`config.mk`:
```
export PLATFORM = sky130hd
export DESIGN_NAME = nibble_serial_sub
export DESIGN_NICKNAME = d
export VERILOG_FILES = /design/src/rtl/nibble_serial_sub.sv
export SDC_FILE = /design/constraint.sdc
export NUM_CORES = 1
export LEC_CHECK = 0
export ABC_AREA = 1
export CAP_MARGIN = 20
export CORE_UTILIZATION = 39
export DETAILED_ROUTE_END_ITERATION = 8
export MAX_ROUTING_LAYER = met4
export PLACE_DENSITY = 0.64
export SYNTH_ARGS = -nofsm -noshare
export SYNTH_HDL_FRONTEND = slang
export SYNTH_SLANG_ARGS = --single-unit
```
`constraint.sdc`:
```
create_clock -name clk -period 11.46 [get_ports clk]
set_clock_uncertainty 0.05 [all_clocks]
set_input_delay 2.292 -clock clk [delete_from_list [all_inputs] [get_ports clk]]
set_output_delay 2.292 -clock clk [all_outputs]
set_load 0.01 [all_outputs]
```
`src/rtl/nibble_serial_sub.sv`:
```
// nibble_serial_sub
//
// Multi-cycle subtractor: diff = a - b - bin, evaluated one DIGIT-wide slice
// per clock, least-significant slice first, with the borrow between slices
// held in a register. Trades latency (WIDTH/DIGIT cycles in RUN) for a single
// DIGIT-wide subtract cell.
//
// Optional build macro: NIBBLE_SERIAL_SUB_SAT_EN
//    When defined, a signed overflow saturates diff to the most positive
//    (a[MSB]=0) or most negative (a[MSB]=1) value. bout and overflow are
//    always taken from the unsaturated arithmetic. Latency is identical.
//
// Handshake: start is sampled only while busy=0. An accepted start captures
//    a, b and bin. Exactly WIDTH/DIGIT edges later done pulses for one cycle,
//    with diff/bout/overflow already updated. busy covers RUN and DONE, and
//    start is ignored while busy=1.
//
// Ports:
//    clk       in   rising-edge clock
//    rst       in   asynchronous active-high reset (aborts any operation)
//    start     in   operation request
//    a         in   [WIDTH-1:0] minuend
//    b         in   [WIDTH-1:0] subtrahend
//    bin       in   borrow-in
//    busy      out  high in RUN and DONE
//    done      out  one-cycle completion pulse
//    diff      out  [WIDTH-1:0] result, held until the next completion
//    bout      out  unsigned borrow-out (a < b + bin)
//    overflow  out  signed overflow flag
module nibble_serial_sub #(
   parameter int WIDTH = 32,
   parameter int DIGIT = 4
) (
   input  logic             clk,
   input  logic             rst,
   input  logic             start,
   input  logic [WIDTH-1:0] a,
   input  logic [WIDTH-1:0] b,
   input  logic             bin,
   output logic             busy,
   output logic             done,
   output logic [WIDTH-1:0] diff,
   output logic             bout,
   output logic             overflow
);

   localparam int N  = WIDTH / DIGIT;
   localparam int CW = (N > 1) ? $clog2(N) : 1;

   typedef enum logic [1:0] {
      IDLE = 2'd0,
      RUN  = 2'd1,
      DONE = 2'd2
   } state_t;

   state_t           state;
   logic [WIDTH-1:0] a_sh;     // minuend, shifted right one slice per edge
   logic [WIDTH-1:0] b_sh;     // subtrahend, shifted right one slice per edge
   logic [WIDTH-1:0] res_sh;   // result slices enter at the top
   logic             borrow;   // borrow into the current slice
   logic             a_msb;    // operand sign bits kept for the overflow test
   logic             b_msb;
   logic [CW-1:0]    cnt;      // index of the slice being computed

   // Combinational slice cell and the result as it will look after this edge.
   logic [DIGIT:0]   slice_full;
   logic [WIDTH-1:0] res_next;
   logic             ovf_next;
   logic [WIDTH-1:0] diff_next;
   logic             last_slice;

   always_comb begin
      slice_full = {1'b0, a_sh[DIGIT-1:0]}
                 - {1'b0, b_sh[DIGIT-1:0]}
                 - {{DIGIT{1'b0}}, borrow};
      // New slice goes into the top; after N shifts slice 0 sits at the bottom.
      res_next   = (res_sh >> DIGIT)
                 | (WIDTH'(slice_full[DIGIT-1:0]) << (WIDTH - DIGIT));
      ovf_next   = (a_msb != b_msb) && (res_next[WIDTH-1] != a_msb);
      last_slice = (cnt == CW'(N - 1));
`ifdef NIBBLE_SERIAL_SUB_SAT_EN
      if (ovf_next) begin
         diff_next = a_msb ? {1'b1, {(WIDTH-1){1'b0}}}
                           : {1'b0, {(WIDTH-1){1'b1}}};
      end else begin
         diff_next = res_next;
      end
`else
      diff_next = res_next;
`endif
   end

   always_ff @(posedge clk or posedge rst) begin
      if (rst) begin
         state    <= IDLE;
         a_sh     <= '0;
         b_sh     <= '0;
         res_sh   <= '0;
         borrow   <= 1'b0;
         a_msb    <= 1'b0;
         b_msb    <= 1'b0;
         cnt      <= '0;
         busy     <= 1'b0;
         done     <= 1'b0;
         diff     <= '0;
         bout     <= 1'b0;
         overflow <= 1'b0;
      end else begin
         case (state)
            IDLE: begin
               done <= 1'b0;
               if (start) begin
                  a_sh   <= a;
                  b_sh   <= b;
                  borrow <= bin;
                  a_msb  <= a[WIDTH-1];
                  b_msb  <= b[WIDTH-1];
                  res_sh <= '0;
                  cnt    <= '0;
                  busy   <= 1'b1;
                  state  <= RUN;
               end
            end

            RUN: begin
               a_sh   <= a_sh >> DIGIT;
               b_sh   <= b_sh >> DIGIT;
               res_sh <= res_next;
               borrow <= slice_full[DIGIT];
               cnt    <= cnt + CW'(1);
               if (last_slice) begin
                  diff     <= diff_next;
                  bout     <= slice_full[DIGIT];
                  overflow <= ovf_next;
                  done     <= 1'b1;
                  state    <= DONE;
               end
            end

            DONE: begin
               done  <= 1'b0;
               busy  <= 1'b0;
               state <= IDLE;
            end

            default: begin
               done  <= 1'b0;
               busy  <= 1'b0;
               state <= IDLE;
            end
         endcase
      end
   end

endmodule

```
==> impl_metrics.py <==
metrics = {
    "routing": {
        "drtIter0Drc": 223,
        "ant_nets": 0,
        "routed_via_density": 5.00,
        "vias": 4452,
        "wire_per_inst_um": 13.9,
        "first_pass_iters": 4,
        "drc_errors": 0,
        "drt_wl_total_um": 12400,
    },
    "synth": {
        "synthArstFlopShare": 1.00,
        "synth.distinct_cells": 24,
        "synth_area_leaders": "dfrtp_1 (59%), nand2_1 (7.3%), o21ai_0 (5.7%)",
        "syn_area_um2": 5740,
        "synthCells": 612,
        "yosysSeqAreaShare": 0.593,
        "yosysTopAreaCellShare": 0.593,
        "synth.avg_cell_area_um2": 9.38,
        "synth_top_cell_by_area": "dfrtp_1",
        "ys.flop_type": "dfrtp_1",
        "synth_seq_cells": 136,
        "yosysMostFrequentCell": "dfrtp_1",
        "syn_nets": 690,
        "synth_common_cells": "dfrtp_1 (136), nand2_1 (112), inv_1 (74)",
        "yosys_warnings": 0,
        "synth_edf_count": 0,
    },
    "layout": {
        "num-nets-final": 777,
        "num_antenna_cells": 0,
        "finish.utilization": 0.526,
        "final_layout_size_suffix_gt1_frac": 0.0563,
        "area_delta_synth_final_pct": 29.3,
    },
    "critical_path": {
        "path_class": "input pin to register",
        "critical_path.top_delay_family": "buffers and inverters",
        "startpoint_type": "input pin",
        "crit_slowest_cell": "buf_4",
        "critical_path_buf_inv_count": 3,
        "required_ns": 11.73,
        "cp-end-kind": "register",
        "crit_chain": "clkdlybuf4s50_1 > nand2_1 > nor2_2 > nor2_8 > clkinv_2 > buf_4 > o211ai_1 > o21ai_0",
        "cp.arrival_ns": 4.88,
        "critPathMaxStageDelay_ns": 0.76,
        "crit_path_max_fanout": 101,
    },
    "power_and_ir_drop": {
        "ir_worst_vdd_uv": 167,
        "p_leak_nw": 3.39,
        "p_per_area_nw_per_um2": 311,
        "power_mw": 2.31,
    },
    "global_route": {
        "grt_pass1_wl_um": 20400,
        "grt_start_max_net_pins": 102,
        "first_global_vias": 4374,
        "grt_overflow_total": 0,
        "antenna_found_initial": 0,
        "grt_usage": 0.183,
    },
    "placed_design": {
        "dp_hpwl_um": 8160,
        "port_buffers": 103,
        "pre_cts_ws_ns": 6.48,
        "gp_congestion": 0.829,
    },
    "cts": {
        "clock_latency_ns": 0.42,
        "ctsRootBufferMaster": "clkbuf_16",
        "ctsHoldBuffers": 0,
        "clk_pin_slew_ns": 0.05,
        "ctsHtreeMaxLevel": 4,
        "cts_setup_buffers": 0,
        "cts_buffers": 17,
        "clk_path_buf_depth": 2,
        "tritoncts": "yes",
        "cts_resized": 0,
        "clkSinkCount": 136,
    },
    "floorplan": {
        "die_x_um": 123,
        "initial_core_util": 0.407,
        "die_area_um2": 15200,
        "io_pins": 104,
        "die_height_um": 123,
        "rows": 43,
        "core_area_um2": 14100,
    },
    "sta": {
        "setup_viol": 0,
        "fmax_ghz": 0.217,
        "worst_slack_ns": 6.85,
        "worstMarginPinSlew_ns": 0.934,
        "period_needed_ns": 4.61,
        "drv_slew": 0,
        "finalHoldViolCount": 0,
        "maxSlewHeadroom": 0.377,
        "rsz0062_at_grt": "no",
        "finalSetupTns_ns": 0,
        "period_share": 0.402,
    },
    "min_path": {
        "hold_class": "register to register",
    },
    "job": {
        "drv_cap": 0,
    },
    "run_status": {
        "status": "finished, final reports clean",
    },
}
flip-flops by register name, indices dropped and copies added, names as in the netlist:
name,flops
done,1
a_msb,1
cnt,3
a_sh,32
overflow,1
res_sh,28
diff,32
state,2
b_sh,32
bout,1
b_msb,1
borrow,1
busy,1
logic make-up (layout without fill, tap and decap cells):
logic type,after synthesis,in the layout,share of synthesized area
AOI/OAI and AO/OA,190,190,0.188
and+or+nand+nor,159,159,0.110
DFF,136,136,0.593
buffers and inverters,116,215,0.0831
adders and majority gates,10,10,0.0244
xor gates and xnor gates,1,1,0.00153
cell type report:
cell class,count,area (um^2)
fillers,1309,6680
flip-flops and latches,136,3400
multi-input cells,360,1860
repair buffers,106,1050
clock buffers,21,450
inverters,78,299
well taps,180,225
clock inverters,10,128
metrics by stage:
stage | hold WS [ns] | instance area [um^2] | std cells
after CTS | 0.434 | 7420 | 891
final | 0.431 | 7420 | 891
after global routing | 0.450 | 7420 | 891
after global placement | 0.416 | 6840 | 860
after detailed placement | 0.420 | 6840 | 860
after floorplan | 0.392 | 5740 | 612
cells in the final DEF (no fill, tap or decap), types with 5 or more instances in the layout:
| cell | n |
|---|---|
| dfrtp_1 | 136 |
| nand2_1 | 112 |
| clkdlybuf4s50_1 | 103 |
| inv_1 | 73 |
| o21ai_0 | 65 |
| a21oi_1 | 58 |
| nor2_1 | 37 |
| o22ai_1 | 28 |
| o211ai_1 | 28 |
| clkbuf_16 | 17 |
| ha_1 | 8 |
| clkinv_2 | 7 |
| nand3_1 | 6 |
| o21ai_1 | 5 |
| a22o_1 | 5 |
power breakdown:
group          internal, mW  switching (mW)
sequential            0.709          0.0994
clock                 0.344           0.193
combinational         0.394           0.568
total                  1.45           0.860
path summary, 6_finish.rpt:
check                         start  endpoint  slack, ns  cells after the start
setup / recovery              start  b_sh[24]       6.85                      8
hold / removal             overflow  overflow       0.43                      2
setup reg to reg           state[0]  b_sh[24]       8.53                      7
hold reg to reg            overflow  overflow       0.43                      2
max in group asynchronous       rst   b_sh[3]       7.76                      3
min in group asynchronous       rst  b_sh[13]       2.27                      2
routing by layer:
metal | wire [um] | track usage
met1 | 5810 | 0.234
met2 | 5710 | 0.274
met3 | 602 | 0.0484
met4 | 283 | 0.0753
met5 | 0 | -
tightest hold or removal path: stages (launching register included):
cell     delay [ns]
dfrtp_1        0.34
nand2_1        0.06
nand2_1        0.05
Note: power is estimated with default switching activity, not from simulation.
==> patch (same settings) <==
Encoding of `state_t`: now one-hot (3 bits for 3 states).
--- a/src/rtl/nibble_serial_sub.sv
+++ b/src/rtl/nibble_serial_sub.sv
@@ -47,10 +47,10 @@
    localparam int N  = WIDTH / DIGIT;
    localparam int CW = (N > 1) ? $clog2(N) : 1;
 
-   typedef enum logic [1:0] {
-      IDLE = 2'd0,
-      RUN  = 2'd1,
-      DONE = 2'd2
+   typedef enum logic [2:0] {
+      IDLE = 3'b001,
+      RUN  = 3'b010,
+      DONE = 3'b100
    } state_t;
 
    state_t           state;
Behaviour: same outputs for any inputs over 10 cycles, from zero or initial values and one cycle with rst high; not proved beyond that.
==> patch against the original RTL <==
- first-iteration DRC count is 4.5% lower
- power decreased by 24%
- non-clock buffer count increased by 3
- synthesized area decreased by 3.1%
- sequential power down 14%
- cell area fell by 2.2%
- count of clock-buffer cells in the layout up 1
- die area down 3.0%
- wire length down 4.9%
- synthesized cell count shrank 11%
- sequential cell count grew 1
- setup slack gained 0.18 ns
- sequential share of layout area grew 1.4 points
- critical endpoint is now borrow
- largest power group is now sequential cells
- highest routed layer unchanged
==> patch: results (changes against the original RTL) <==
| Metric | Value |
|---|---|
| Status | `finished, final reports clean (unchanged)` |
| Number of fill cells | `1,241 (was 1,309)` |
| Power Internal | `1.157 mW (was 1.447 mW)` |
| Mapped Avg Cell Area | `10.19 um^2 (was 9.378 um^2)` |
| Overall Power | `1.757 mW (was 2.307 mW)` |
| Vias in the first global route | `3,993 (was 4,374)` |
| Area of the multi-input gates | `0.001763 mm^2 (was 0.001859 mm^2)` |
| Initial DRC Count | `213 (was 223)` |
| Synth area leaders | `dfrtp_1 (61%), o22ai_1 (9.3%), nor2_1 (7.5%) (was dfrtp_1 (59%), nand2_1 (7.3%), o21ai_0 (5.7%))` |
| Sequential share of power | `39.7% (was 35.0%)` |
| Largest net degree at the start of global routing | `88 (was 102)` |
| DRT Wirelength | `11,800 um (was 12,410 um)` |
| Sequential portion of the cell area | `47.28% (was 45.88%)` |
| Slew margin rel. | `38.17% (was 37.71%)` |
| Total Nets Final | `720 (was 777)` |
| Worst path max stage delay | `0.61 ns (was 0.76 ns)` |
| Inverters | `50 (was 78)` |
| Sequential area share after synthesis | `61.64% (was 59.30%)` |
| Non-clock buffer share | `14.89% (was 14.20%)` |
| Inst Count DP | `803 (was 860)` |
| Synth top cells by count | `dfrtp_1 (136), nor2_1 (111), o22ai_1 (83), nand2_1 (61), inv_1 (48) (was dfrtp_1 (136), nand2_1 (112), inv_1 (74), o21ai_0 (65), a21oi_1 (58))` |
| Slowest CP cell | `nand2_2 (was buf_4)` |
| Synthesis-to-finish area growth | `30.36% (was 29.26%)` |
| IR drop worst, VDD | `0.1238 mV (was 0.1665 mV)` |
| Bufs w/o clock | `109 (was 106)` |
| First-pass GRT wire length | `19,690 um (was 20,430 um)` |
| P_leak | `3.160 nW (was 3.393 nW)` |
| Pre-CTS setup slack | `6.592 ns (was 6.478 ns)` |
==> patch: logic make-up after synthesis <==
logic type	share of synthesized area, %
AND/OR/NAND/NOR	12.71
XOR/XNOR	0.3149
buffers and inverters	6.723
adder cells (fa/ha/maj)	2.519
flip-flops	61.64
AO/OA/AOI/OAI	16.10
==> patch: per-layer routing <==
metal  track usage, %  up-vias  wire (um)  part of all wire [%]
li1                 -     2015          -                     -
met1            23.56     1974       5443                    46
met5                -        -          0                     0
met2            26.56      123       5506                    47
met4            8.642        0        240                   2.0
met3            4.323       22        608                   5.2
==> patch: final timing paths <==
check	slack, ns	to	start	cells after the start
max in group asynchronous	7.76	b_sh[6]	rst	3
worst max register to register	8.74	borrow	state[0]	9
worst min register to register	0.42	diff[30]	diff[30]	2
min in group asynchronous	2.27	res_sh[20]	rst	2
worst max-delay path	7.03	borrow	start	8
worst min-delay path	0.42	diff[30]	diff[30]	2
